<file path="src/rtl/branch_hazard_controller.sv">
// ID-stage branch resolution for the pipelined MIPS core: operand hazard stalls,
// comparator forwarding selects, PC redirect / IF/ID flush and branch statistics.
module branch_hazard_controller (
  input  logic        clk,
  input  logic        reset,
  input  logic        BranchEQ,
  input  logic        BranchNE,
  input  logic        Zero,
  input  logic [4:0]  ID_Rs,
  input  logic [4:0]  ID_Rt,
  input  logic        EX_RegWrite,
  input  logic        EX_MemRead,
  input  logic [4:0]  EX_WriteReg,
  input  logic        MEM_RegWrite,
  input  logic        MEM_MemRead,
  input  logic [4:0]  MEM_WriteReg,
  output logic        Stall,
  output logic        PCSrc,
  output logic        Flush_IFID,
  output logic        ForwardA_ID,
  output logic        ForwardB_ID,
  output logic [31:0] BranchCount,
  output logic [31:0] TakenCount
);

  typedef enum logic {IDLE, STALL} state_t;

  state_t     state, stateNext;
  logic       cnt, cntNext;
  logic       branch;
  logic       exMatch, memMatch;
  logic [1:0] stallsNeeded;
  logic       resolve;

  function automatic logic dependsOn(input logic [4:0] r, input logic [4:0] rs,
                                     input logic [4:0] rt);
    return (r != 5'd0) && ((r == rs) || (r == rt));
  endfunction

  assign branch   = BranchEQ | BranchNE;
  assign exMatch  = dependsOn(EX_WriteReg, ID_Rs, ID_Rt);
  assign memMatch = dependsOn(MEM_WriteReg, ID_Rs, ID_Rt);

  // Comparator bypass from EX/MEM ALU result; loads in MEM are stalled instead.
  assign ForwardA_ID = MEM_RegWrite & ~MEM_MemRead & (MEM_WriteReg != 5'd0) &
                       (MEM_WriteReg == ID_Rs);
  assign ForwardB_ID = MEM_RegWrite & ~MEM_MemRead & (MEM_WriteReg != 5'd0) &
                       (MEM_WriteReg == ID_Rt);

  always_comb begin
    stallsNeeded = 2'd0;
    if (branch) begin
      if (EX_MemRead & EX_RegWrite & exMatch)
        stallsNeeded = 2'd2;
      else if (EX_RegWrite & ~EX_MemRead & exMatch)
        stallsNeeded = 2'd1;
      else if (MEM_MemRead & MEM_RegWrite & memMatch)
        stallsNeeded = 2'd1;
    end
  end

  // NOTE: every output of this block gets a default first so no path leaves a
  // value unassigned, which would otherwise infer a latch.
  always_comb begin
    stateNext  = state;
    cntNext    = 1'b0;
    Stall      = 1'b0;
    PCSrc      = 1'b0;
    resolve    = 1'b0;
    unique case (state)
      IDLE: begin
        if (stallsNeeded != 2'd0) begin
          Stall = 1'b1;
          if (stallsNeeded == 2'd2) begin
            stateNext = STALL;
            cntNext   = 1'b1;
          end
        end else if (branch) begin
          resolve = 1'b1;
          // Both opcodes asserted decodes as BEQ.
          PCSrc   = (BranchEQ & Zero) | (~BranchEQ & BranchNE & ~Zero);
        end
      end
      STALL: begin
        Stall     = 1'b1;
        stateNext = IDLE;
        if (cnt) cntNext = cnt - 1'b1;
      end
      default: stateNext = IDLE;
    endcase
  end

  assign Flush_IFID = PCSrc;

  // NOTE: sequential state uses non-blocking assignments so every register
  // samples the pre-edge values, independent of statement order.
  always_ff @(posedge clk or posedge reset) begin
    if (reset) begin
      state       <= IDLE;
      cnt         <= 1'b0;
      BranchCount <= 32'd0;
      TakenCount  <= 32'd0;
    end else begin
      state <= stateNext;
      cnt   <= cntNext;
      if (resolve) begin
        BranchCount <= BranchCount + 32'd1;
        if (PCSrc) TakenCount <= TakenCount + 32'd1;
      end
    end
  end

endmodule

</file>
<file path="config.mk">
export PLATFORM = sky130hd
export DESIGN_NAME = branch_hazard_controller
export DESIGN_NICKNAME = d
export VERILOG_FILES = /design/src/rtl/branch_hazard_controller.sv
export SDC_FILE = /design/constraint.sdc
export NUM_CORES = 1
export LEC_CHECK = 0
export ABC_AREA = 1
export BUFFER_PORTS_ARGS = -buffer_cell sky130_fd_sc_hd__buf_2
export CAP_MARGIN = 40
export CORE_MARGIN = 1.5
export CORE_UTILIZATION = 45
export DETAILED_ROUTE_END_ITERATION = 8
export PLACE_DENSITY = 0.73
export SLEW_MARGIN = 15
export SYNTH_ARGS = -nofsm -noshare
export SYNTH_HDL_FRONTEND = slang
export SYNTH_SLANG_ARGS = --single-unit
</file>
<file path="constraint.sdc">
create_clock -name clk -period 3.1 [get_ports clk]
set_input_delay 0.31 -clock clk [delete_from_list [all_inputs] [get_ports clk]]
set_output_delay 0.31 -clock clk [all_outputs]
set_load 0.05 [all_outputs]
</file>
## After elaboration in Yosys (flattened, before gate mapping)

Index checks and enable logic that the tools add are counted.

| storage, ports and cells | value |
|---|---|
| register bits after elaboration | 65 |
| latch bits | 0 |
| bits in writable memories | 0 |
| ROM bits | 0 |
| input bits | 29 |
| output and inout bits | 69 |
| word-level logic and storage cells | 53 |
| memories kept | 0 |

| cells by class | value |
|---|---|
| $add $sub $neg | 2 |
| multipliers | 0 |
| div/mod/pow operators | 0 |
| $lt $le $gt $ge | 0 |
| eq/ne operators | 5 |
| shift operators | 0 |
| mux-type cells | 15 |
| bitwise logic cells | 20 |
| reductions and logical operators | 8 |

Operators by type and width:

| cell | count |
|---|---|
| $add A32 B1 Y32 const B | 2 |
| $eq A5 B5 Y1 | 4 |
| $and A1 B1 Y1 | 13 |
| $mux W1 | 11 |
| $reduce_bool A5 Y1 | 2 |
| $not A1 Y1 | 5 |
| $mux W2 | 2 |
| $pmux W1 S2 | 2 |
| $eq A2 B2 Y1 const B | 1 |
| $logic_and A1 B1 Y1 | 2 |
| $logic_or A1 B1 Y1 | 2 |
| $or A1 B1 Y1 | 2 |
| $reduce_and A2 Y1 | 1 |
| $reduce_bool A2 Y1 | 1 |

## Depth between registers and ports, before layout

Gate-level depths: netlist of the first run.

| depth | value |
|---|---|
| word-level depth | 12 |
| depth in mapped cells | 13 |
| gate-level depth less buffers | 12 |

## Worst setup path before layout of the first run

OpenSTA, ideal clock, no wires.

| timing | value |
|---|---|
| path kind | input-to-output |
| from | input port MEM_WriteReg[2] |
| to | output port PCSrc |
| arrival time | 1740 ps |
| required time | 2790 ps |
| path slack | 1050 ps |
| cell stages on the path | 9 |
| path buffers | 2 |
| cells stage by stage | nor3_1 > nand3_1 > nand2_1 > nor2_1 > nand2_1 > nand4_1 > buf_2 > inv_1 > buf_4 |

| on the way | value |
|---|---|
| longest elaborated chain between the ends | 11 |
| elaborated cells on any way between the ends | 13 |
| those cells by class | eq/ne (2); mux (6); bitwise (1); reduce/logical (4) |

RTL lines:

| element | RTL line | source |
|---|---|---|
| start, declared | 16 | `input logic [4:0] MEM_WriteReg,` |
| $eq A5 B5 Y1 | 37 | `return (r != 5'd0) && ((r == rs) \|\| (r == rt));` |
| $logic_or A1 B1 Y1 | 37 |  |
| $logic_and A1 B1 Y1 (*) | 37 |  |
| $and A1 B1 Y1 (*) | 57 | `else if (MEM_MemRead & MEM_RegWrite & memMatch)` |
| $mux W1 (*) | 57 |  |
| $mux W1 (*) | 55 | `else if (EX_RegWrite & ~EX_MemRead & exMatch)` |
| $mux W2 (*) | 53 | `if (EX_MemRead & EX_RegWrite & exMatch)` |
| $mux W2 (*) | 52 | `if (branch) begin` |
| $reduce_bool A2 Y1 (*) | 72 | `if (stallsNeeded != 2'd0) begin` |
| $mux W1 (*) | 72 |  |
| $mux W1 (*) | 70 | `unique case (state)` |
| end, declared | 18 | `output logic PCSrc,` |

Every way passes the cells marked *; elsewhere a longest branch is shown, timed or not.

## Worst setup path in the final report of the first run

| timing | value |
|---|---|
| from | input port MEM_WriteReg[1] |
| to | output port PCSrc |

The elaborated chain is that of the path after synthesis.

==> results.sh, run 1 <==
export IMPL_num_rows=36
export IMPL_setup_violations=0
export IMPL_ys_types=21
export IMPL_cts_sinks=65
export IMPL_tightestPinTransition_ps=689
export IMPL_numCtsBuffers=9
export IMPL_powerDensity_nw_per_um2=532
export IMPL_hpwl_mm=9.29
export IMPL_crit_path_start_kind="primary input"
export IMPL_status="complete, no violations"
export IMPL_dpl_cell_count=951
export IMPL_grt_max_degree=34
export IMPL_syn_nets=762
export IMPL_cts_resized=0
export IMPL_worstPathRequired_ps=2790
export IMPL_crit_fanout=20
export IMPL_synth_compound_area_share_pct=1.91
export IMPL_htreeDepth=3
export IMPL_crit_type="in -> out"
export IMPL_track_usage_pct=23.3
export IMPL_synthCells=731
export IMPL_root_buffer="clkbuf_8"
export IMPL_slew_headroom_pct=54.0
export IMPL_wl_mm=12.3
export IMPL_ys_warn_count=0
export IMPL_synth_top_family_by_area="simple AND/OR/NAND/NOR gates"
export IMPL_rr_worst_depth=7
export IMPL_via_per_inst=4.97
export IMPL_die_x_um=104
export IMPL_peakVddDrop_v=0.000428
export IMPL_insertion_delay_ps=350
export IMPL_num_nets_final=860
export IMPL_final_cells=967
export IMPL_rr_startpoint="BranchCount[0]$_DFFE_PP0P_"
export IMPL_synth_seq_cells=65
export IMPL_grt_setup_unrepaired="no"
export IMPL_hold_viol_final=0
export IMPL_core_area_um2=9820
export IMPL_grt_pass1_vias=4386
export IMPL_drt_pass1_iterations=5
export IMPL_synth_simple_area_share_pct=44.5
export IMPL_syn_area_um2=4590
export IMPL_tns_ps=0
export IMPL_antenna_found_initial=0
export IMPL_die_h_um=104
export IMPL_drt_iter0_drc=332
export IMPL_pin_count=98
export IMPL_period_minus_slack_ps=2170
export IMPL_seq_area_frac_synth_pct=35.5
export IMPL_diodes=0
export IMPL_maxSlewViolCount=0
export IMPL_fmax_ghz=0.461
export IMPL_synth_area_per_cell_um2=6.28
export IMPL_timing_final_crit_share_pct=70.0
export IMPL_area_growth_pct=17.8
export IMPL_drive_gt1_share_pct=15.2
export IMPL_antenna_left=0
export IMPL_cts_setup_buffers=0
export IMPL_grt_ovfl_total=0
export IMPL_cts_clk_slew_worst_paths_ps=70
export IMPL_cts_tree="yes"
export IMPL_grt_pass1_wl_mm=20.7
export IMPL_fin_worst_skew_ps=8.69
export IMPL_numPortBuffers=97
export IMPL_routedWlPerCell_um=12.7
export IMPL_ctsHoldBuffers=0
export IMPL_end_kind="primary output"
export IMPL_cts_buffer_depth=2
export IMPL_die_area_um2=10800
export IMPL_initial_core_util_pct=46.7
export IMPL_synth_xor_xnor_area_share_pct=8.78
export IMPL_via_count=4803
export IMPL_synthMuxAreaShare_pct=0
export IMPL_synth_adder_area_share_pct=0.545
export IMPL_leakage_nw=2.81
export IMPL_min_path_type="in -> async"
export IMPL_gp_congestion=0.922
export IMPL_startpoint="MEM_WriteReg[1]"
export IMPL_drc_errors=0
export IMPL_maxCapViolations=0
export IMPL_worst_ep_arrival_time_ps=1860
## metal layers
metal,wire [µm],global-route usage [%],up-vias
li1,-,-,2450
met1,5920,33.4,2157
met2,5320,36.0,182
met3,857,3.95,14
met4,165,7.24,0
met5,0,0,-
## layout by cell type (no fill, tap or decap)
cell        instances
ha_1                2
xnor2_1            10
nand2_2             1
o21ai_0            14
nand3_1            52
o21ai_1             2
nand4_1            22
nand3b_1            1
nand2_1           293
buf_4               9
inv_1              76
buf_2              97
clkbuf_8           10
o21bai_1            1
nor2_1            116
xor2_1             36
clkinvlp_4          2
bufinv_16           1
inv_2               3
clkinv_2            1
clkinv_4            2
nor2_4              1
dfrtp_1            65
nor3_1             17
## cell families (layout without fill, tap and decap cells)
group / count (synthesis) / count (layout)
xor gates and xnor gates: 46 / 46
adders and majority gates: 2 / 2
DFF: 65 / 65
buffers and inverters: 98 / 201
AOI/OAI and AO/OA: 17 / 17
and+or+nand+nor: 503 / 503
## registers in the layout, indices dropped and copies added (netlist names)
name	count
TakenCount	32
state	1
BranchCount	32
## worst max-delay path, cell delays in order
cell and delay, ps:
buf_2 110, inv_1 100, nand2_1 60, nand2_1 70, nor2_1 40, nand3_1 80, nand2_1 70, nand2_1 110
buf_4 260, nand4_1 120, buf_4 210, inv_1 70, buf_2 250
## layout make-up
class	instances	area, µm²
clock buffers	10	138
clock inverters	6	67.6
fillers	981	4410
inverters	79	297
multi-input cells	568	2560
flip-flops and latches	65	1630
well taps	133	166
repair buffers	106	553
## final timing paths
kind,slack (ps),endpoint
worst max-delay path,930,PCSrc
worst min-delay path,50,BranchCount[27]$_DFFE_PP0P_
worst max register to register,1100,BranchCount[30]$_DFFE_PP0P_
worst min register to register,530,TakenCount[31]$_DFFE_PP0P_
max in group asynchronous,2150,TakenCount[9]$_DFFE_PP0P_
min in group clk,200,state$_DFF_PP0_
## Yosys cell counts
cell type,count,share of area [%]
buf_6,2,0.49
o21ai_1,2,0.22
nand2_1,293,24
nand3b_1,1,0.16
nor3_1,17,1.9
clkbuf_1,5,0.41
xnor2_1,10,1.9
ha_1,2,0.55
nand3_1,52,5.7
nand4_1,22,3.0
dfrtp_1,65,35
xor2_1,36,6.9
buf_4,2,0.33
buf_2,10,1.1
nor2_1,116,9.5
o21bai_1,1,0.16
inv_2,2,0.16
inv_1,77,6.3
nor2_4,1,0.25
o21ai_0,14,1.5
nand2_2,1,0.14
## report_power, final
group	switching, mW	internal [mW]	leakage [nW]
Sequential	0.145	0.962	0.889
Clock	0.356	0.394	0.0985
Combinational	0.768	0.248	1.82
## stage by stage
step                      worst slack (ps)  power (mW)  hold slack, ps  util [%]  instance area [µm²]
after floorplan                       1050        1.87             432         -                 4590
after global placement                 958        2.11             446      53.0                 5200
after detailed placement               941        2.13             461      53.0                 5200
after CTS                              934        2.89            68.2      55.1                 5410
after global routing                   788        3.02             119      55.1                 5410
final                                  929        2.87            53.2      55.1                 5410
No activity file was read; power rests on OpenSTA's default activity.
==> run 2: changes to the inputs <==
==> constraint.sdc (replaced) <==
create_clock -name clk -period 2.3 [get_ports clk]
set_input_delay 0.23 -clock clk [delete_from_list [all_inputs] [get_ports clk]]
set_output_delay 0.23 -clock clk [all_outputs]
set_load 0.05 [all_outputs]
==> results.sh, run 2 (same netlist as run 1, synthesis figures left out) <==
export IMPL_status="complete, no violations"
export IMPL_min_path_type="in -> reg"
export IMPL_track_usage_pct=24.2
export IMPL_pin_count=98
export IMPL_path_buf_inv=0
export IMPL_cp_common_cell="nand2_1"
export IMPL_timing_final_crit_share_pct=85.9
export IMPL_die_area_um2=10800
export IMPL_antenna_left=0
export IMPL_numPortBuffers=97
export IMPL_tightestPinTransition_ps=505
export IMPL_cts_buffer_depth=2
export IMPL_period_minus_slack_ps=1970
export IMPL_drc_errors=0
export IMPL_final_cells=968
export IMPL_grt_pass1_vias=4639
export IMPL_via_count=4895
export IMPL_mostFrequentLayoutCells="nand2_1 (293), nor2_1 (116), buf_2 (97), inv_1 (76), dfrtp_1 (65)"
export IMPL_final_common_cell="nand2_1"
export IMPL_root_buffer="clkbuf_8"
export IMPL_path_delay_family="simple AND/OR/NAND/NOR gates"
export IMPL_numCtsBuffers=9
export IMPL_crit_fanout=6
export IMPL_initial_core_util_pct=46.7
export IMPL_num_rows=36
export IMPL_dpl_cell_count=951
export IMPL_min_delay_start="EX_MemRead"
export IMPL_die_h_um=104
export IMPL_fin_worst_skew_ps=10.8
export IMPL_tns_ps=0
export IMPL_grt_max_degree=66
export IMPL_fmax_ghz=0.506
export IMPL_insertion_delay_ps=350
export IMPL_routedWlPerCell_um=12.7
export IMPL_peakVddDrop_v=0.000470
export IMPL_cts_resized=0
export IMPL_num_nets_final=861
export IMPL_hpwl_mm=9.43
export IMPL_htreeDepth=3
export IMPL_die_x_um=104
export IMPL_reg_top3="BranchCount: 32 flops, TakenCount: 32 flops, state: 1 flops"
export IMPL_powerDensity_nw_per_um2=708
export IMPL_maxCapViolations=0
export IMPL_slew_headroom_pct=66.1
export IMPL_drt_pass1_iterations=5
export IMPL_drive_gt1_share_pct=15.2
export IMPL_leakage_nw=2.82
export IMPL_worstPathRequired_ps=2530
export IMPL_worst_ep_arrival_time_ps=2210
export IMPL_hold_viol_final=0
export IMPL_crit_path_start_kind="flop"
export IMPL_rr_startpoint="BranchCount[0]$_DFFE_PP0P_"
export IMPL_cpMaxStageDelayCell="nor3_1"
export IMPL_startpoint="BranchCount[0]$_DFFE_PP0P_"
export IMPL_grt_setup_unrepaired="no"
export IMPL_cts_clk_slew_worst_paths_ps=80
export IMPL_grt_pass1_wl_mm=21.6
export IMPL_cts_tree="yes"
export IMPL_antenna_found_initial=0
export IMPL_end_kind="flop"
export IMPL_cts_setup_buffers=0
export IMPL_wl_mm=12.3
export IMPL_ctsHoldBuffers=1
export IMPL_crit_type="reg -> reg"
export IMPL_grt_ovfl_total=0
export IMPL_core_area_um2=9820
export IMPL_diodes=0
export IMPL_area_growth_pct=18.1
export IMPL_setup_violations=0
export IMPL_cts_sinks=65
export IMPL_drt_iter0_drc=282
export IMPL_via_per_inst=5.06
export IMPL_crit_chain="ha_1 -> nand3_1 -> nor3_1 -> nand2_1 -> xor2_1 -> nand2_1 -> o21ai_0"
export IMPL_crit_path_max_incr_delay_ps=510
export IMPL_maxSlewViolCount=0
export IMPL_final_core_util_pct=55.2
export IMPL_gp_congestion=0.930
-- run 2: changes by cell type in the layout (fill, tap and decap cells not counted) --
cell	delta
dlygate4sd3_1	+1
buf_12	+1
clkinvlp_4	-1
buf_4	-1
inv_6	+1
clkinv_4	-1
clkbuf_8	-1
clkinv_2	+2
-- run 2: worst reg2reg max path: cells and delay by family, from the launching register on --
family                     cells  cell delay (ps)
and+or+nand+nor                4              940
DFF                            1              430
adders and majority gates      1              250
xor gates and xnor gates       1              170
AOI/OAI and AO/OA              1               70
-- run 2: per-layer routing --
layer  GRT usage, %  vias to the layer above  share of wire (%)
met5              0                        -                  0
met4           7.04                        0                1.5
met3           4.45                       17                7.3
met2           38.3                      182                 44
met1           33.9                     2245                 47
li1               -                     2451                  -
-- run 2: worst paths after layout --
check	end	slack [ps]	cells after the start
setup / recovery	BranchCount[30]$_DFFE_PP0P_	330	7
hold / removal	state$_DFF_PP0_	120	3
setup reg to reg	BranchCount[30]$_DFFE_PP0P_	330	7
hold reg to reg	TakenCount[31]$_DFFE_PP0P_	540	2
max in group asynchronous	TakenCount[26]$_DFFE_PP0P_	1530	4
min in group asynchronous	BranchCount[28]$_DFFE_PP0P_	490	4
-- run 2: final cells by class --
class | instances | area (µm²)
fillers | 1012 | 4400
multi-input cells | 568 | 2560
flip-flops and latches | 65 | 1630
repair buffers | 107 | 576
inverters | 79 | 297
well taps | 133 | 166
clock buffers | 9 | 124
clock inverters | 7 | 70.1
-- run 2: power breakdown --
part,switching [mW],internal [mW],total [mW],leakage (nW)
Combinational,1.03,0.338,1.36,1.83
Clock,0.481,0.500,0.981,0.0994
Sequential,0.194,1.30,1.49,0.889
Total,1.70,2.14,3.84,2.82
-- run 2: metrics by stage --
stage               hold WS [ps]  setup slack (ps)  cell area, µm²  power [mW]
finish                       124               325            5420        3.84
global placement             324               365            5210        2.84
floorplan                    352               389            4590        2.52
detailed placement           332               338            5210        2.88
global route                 128               142            5420        4.06
CTS                          109               310            5420        3.87
==> run 3: changes to the inputs <==
--- a/config.mk
+++ b/config.mk
@@ -11,7 +11,7 @@
 export CORE_MARGIN = 1.5
 export CORE_UTILIZATION = 45
 export DETAILED_ROUTE_END_ITERATION = 8
-export PLACE_DENSITY = 0.73
+export PLACE_DENSITY = 0.75
 export SLEW_MARGIN = 15
 export SYNTH_ARGS = -nofsm -noshare
 export SYNTH_HDL_FRONTEND = slang
==> results.sh, run 3 (same netlist as run 1, synthesis figures left out) <==
export IMPL_min_path_type="in -> reg"
export IMPL_maxCapViolations=0
export IMPL_drive_gt1_share_pct=15.2
export IMPL_setup_violations=0
export IMPL_crit_chain="buf_2 -> nor3_1 -> nand3_1 -> nand2_1 -> nor2_1 -> nand2_1 -> buf_4 -> nand4_1 -> inv_1 -> buf_2"
export IMPL_drt_iter0_drc=263
export IMPL_crit_fanout=20
export IMPL_die_x_um=104
export IMPL_crit_type="in -> out"
export IMPL_ctsHoldBuffers=1
export IMPL_mostFrequentLayoutCells="nand2_1 (293), nor2_1 (116), buf_2 (97), inv_1 (76), dfrtp_1 (65)"
export IMPL_tightestPinTransition_ps=600
export IMPL_seqCellArea_um2=1630
export IMPL_antenna_found_initial=0
export IMPL_core_area_um2=9820
export IMPL_root_buffer="clkbuf_8"
export IMPL_slew_headroom_pct=59.9
export IMPL_holdWs_ps=115
export IMPL_initial_core_util_pct=46.7
export IMPL_routedWlPerCell_um=12.2
export IMPL_cts_sinks=65
export IMPL_tns_ps=0
export IMPL_numCtsBuffers=9
export IMPL_antenna_left=0
export IMPL_die_area_um2=10800
export IMPL_fin_worst_skew_ps=12.4
export IMPL_cts_buffer_depth=2
export IMPL_num_nets_final=861
export IMPL_worst_ep_arrival_time_ps=1710
export IMPL_multi_input_area_um2=2560
export IMPL_crit_path_max_incr_delay_ps=260
export IMPL_worstPathRequired_ps=2070
export IMPL_status="complete, no violations"
export IMPL_end_kind="primary output"
export IMPL_drt_pass1_iterations=5
export IMPL_grt_max_degree=41
export IMPL_cpMaxStageDelayCell="buf_4"
export IMPL_leakage_nw=2.83
export IMPL_powerDensity_nw_per_um2=714
export IMPL_die_h_um=104
export IMPL_wl_mm=11.8
export IMPL_pin_count=98
export IMPL_grt_ovfl_total=0
export IMPL_period_minus_slack_ps=1940
export IMPL_grt_setup_unrepaired="no"
export IMPL_grt_pass1_wl_mm=20.8
export IMPL_cts_setup_buffers=0
export IMPL_hpwl_mm=9.08
export IMPL_maxSlewViolCount=0
export IMPL_peakVddDrop_v=0.000413
export IMPL_numPortBuffers=97
export IMPL_fmax_ghz=0.516
export IMPL_fill_cells=1045
export IMPL_cts_clk_slew_worst_paths_ps=70
export IMPL_grt_pass1_vias=4461
export IMPL_hold_viol_final=0
export IMPL_via_count=4781
export IMPL_final_common_cell="nand2_1"
export IMPL_drc_errors=0
export IMPL_cts_resized=0
export IMPL_track_usage_pct=23.3
export IMPL_timing_final_crit_share_pct=84.3
export IMPL_gp_congestion=0.950
export IMPL_diodes=0
export IMPL_cts_tree="yes"
export IMPL_insertion_delay_ps=350
export IMPL_crit_path_start_kind="primary input"
export IMPL_num_rows=36
export IMPL_reg_top3="BranchCount: 32 flops, TakenCount: 32 flops, state: 1 flops"
export IMPL_area_growth_pct=18.8
export IMPL_htreeDepth=3
export IMPL_via_per_inst=4.94
run 3: cell types whose count changed in the layout (fill, tap and decap cells not counted):
cell        delta
buf_4          -1
buf_12         +1
clkinvlp_4     -1
inv_6          +1
clkinv_2       -2
clkbuf_8       +2
run 3: worst max-delay path: cells and delay by family:
kind,cells,cell delay [ps]
buffers and inverters,4,730
AND/OR/NAND/NOR,6,760
run 3: path summary, 6_finish.rpt:
check / start / to / slack (ps) / cells after the start
worst max-delay path: MEM_WriteReg[2] / Flush_IFID / 360 / 10
worst min-delay path: EX_MemRead / state$_DFF_PP0_ / 110 / 3
worst max register to register: TakenCount[0]$_DFFE_PP0P_ / TakenCount[30]$_DFFE_PP0P_ / 450 / 10
worst min register to register: TakenCount[29]$_DFFE_PP0P_ / TakenCount[29]$_DFFE_PP0P_ / 540 / 2
max in group asynchronous: reset / TakenCount[21]$_DFFE_PP0P_ / 1160 / 4
min in group asynchronous: reset / TakenCount[5]$_DFFE_PP0P_ / 520 / 3
run 3: final cells by class:
class                   count  area share, %
multi-input cells         568           47.0
flip-flops and latches     65           29.9
repair buffers            107           10.8
inverters                  79           5.44
well taps                 133           3.05
clock buffers              11           2.78
clock inverters             5           1.13
run 3: report_power, final:
group	leakage [nW]	internal, mW	switching, mW
clock	0.110	0.568	0.476
sequential	0.889	1.30	0.184
combinational	1.83	0.343	1.03
run 3: per-stage QoR:
| stage | utilization (%) | worst slack (ps) | power (mW) | area [µm²] | std cells |
|---|---|---|---|---|---|
| 6_report | 55.5 | 362 | 3.89 | 5450 | 968 |
| 3_5_place_dp | 53.2 | 362 | 2.87 | 5230 | 951 |
| 4_1_cts | 55.5 | 346 | 3.92 | 5450 | 968 |
| 2_1_floorplan | - | 389 | 2.52 | 4590 | 731 |
| 3_3_place_gp | 53.2 | 425 | 2.85 | 5230 | 951 |
| 5_1_grt | 55.5 | 197 | 4.12 | 5450 | 968 |
run 3: per-layer routing:
layer / vias to the layer above / part of all wire [%] / GRT usage [%]
li1: 2446 / - / -
met1: 2181 / 49 / 33.1
met2: 142 / 45 / 36.5
met3: 12 / 6.0 / 3.95
met4: 0 / 0.92 / 6.55
met5: - / 0 / 0
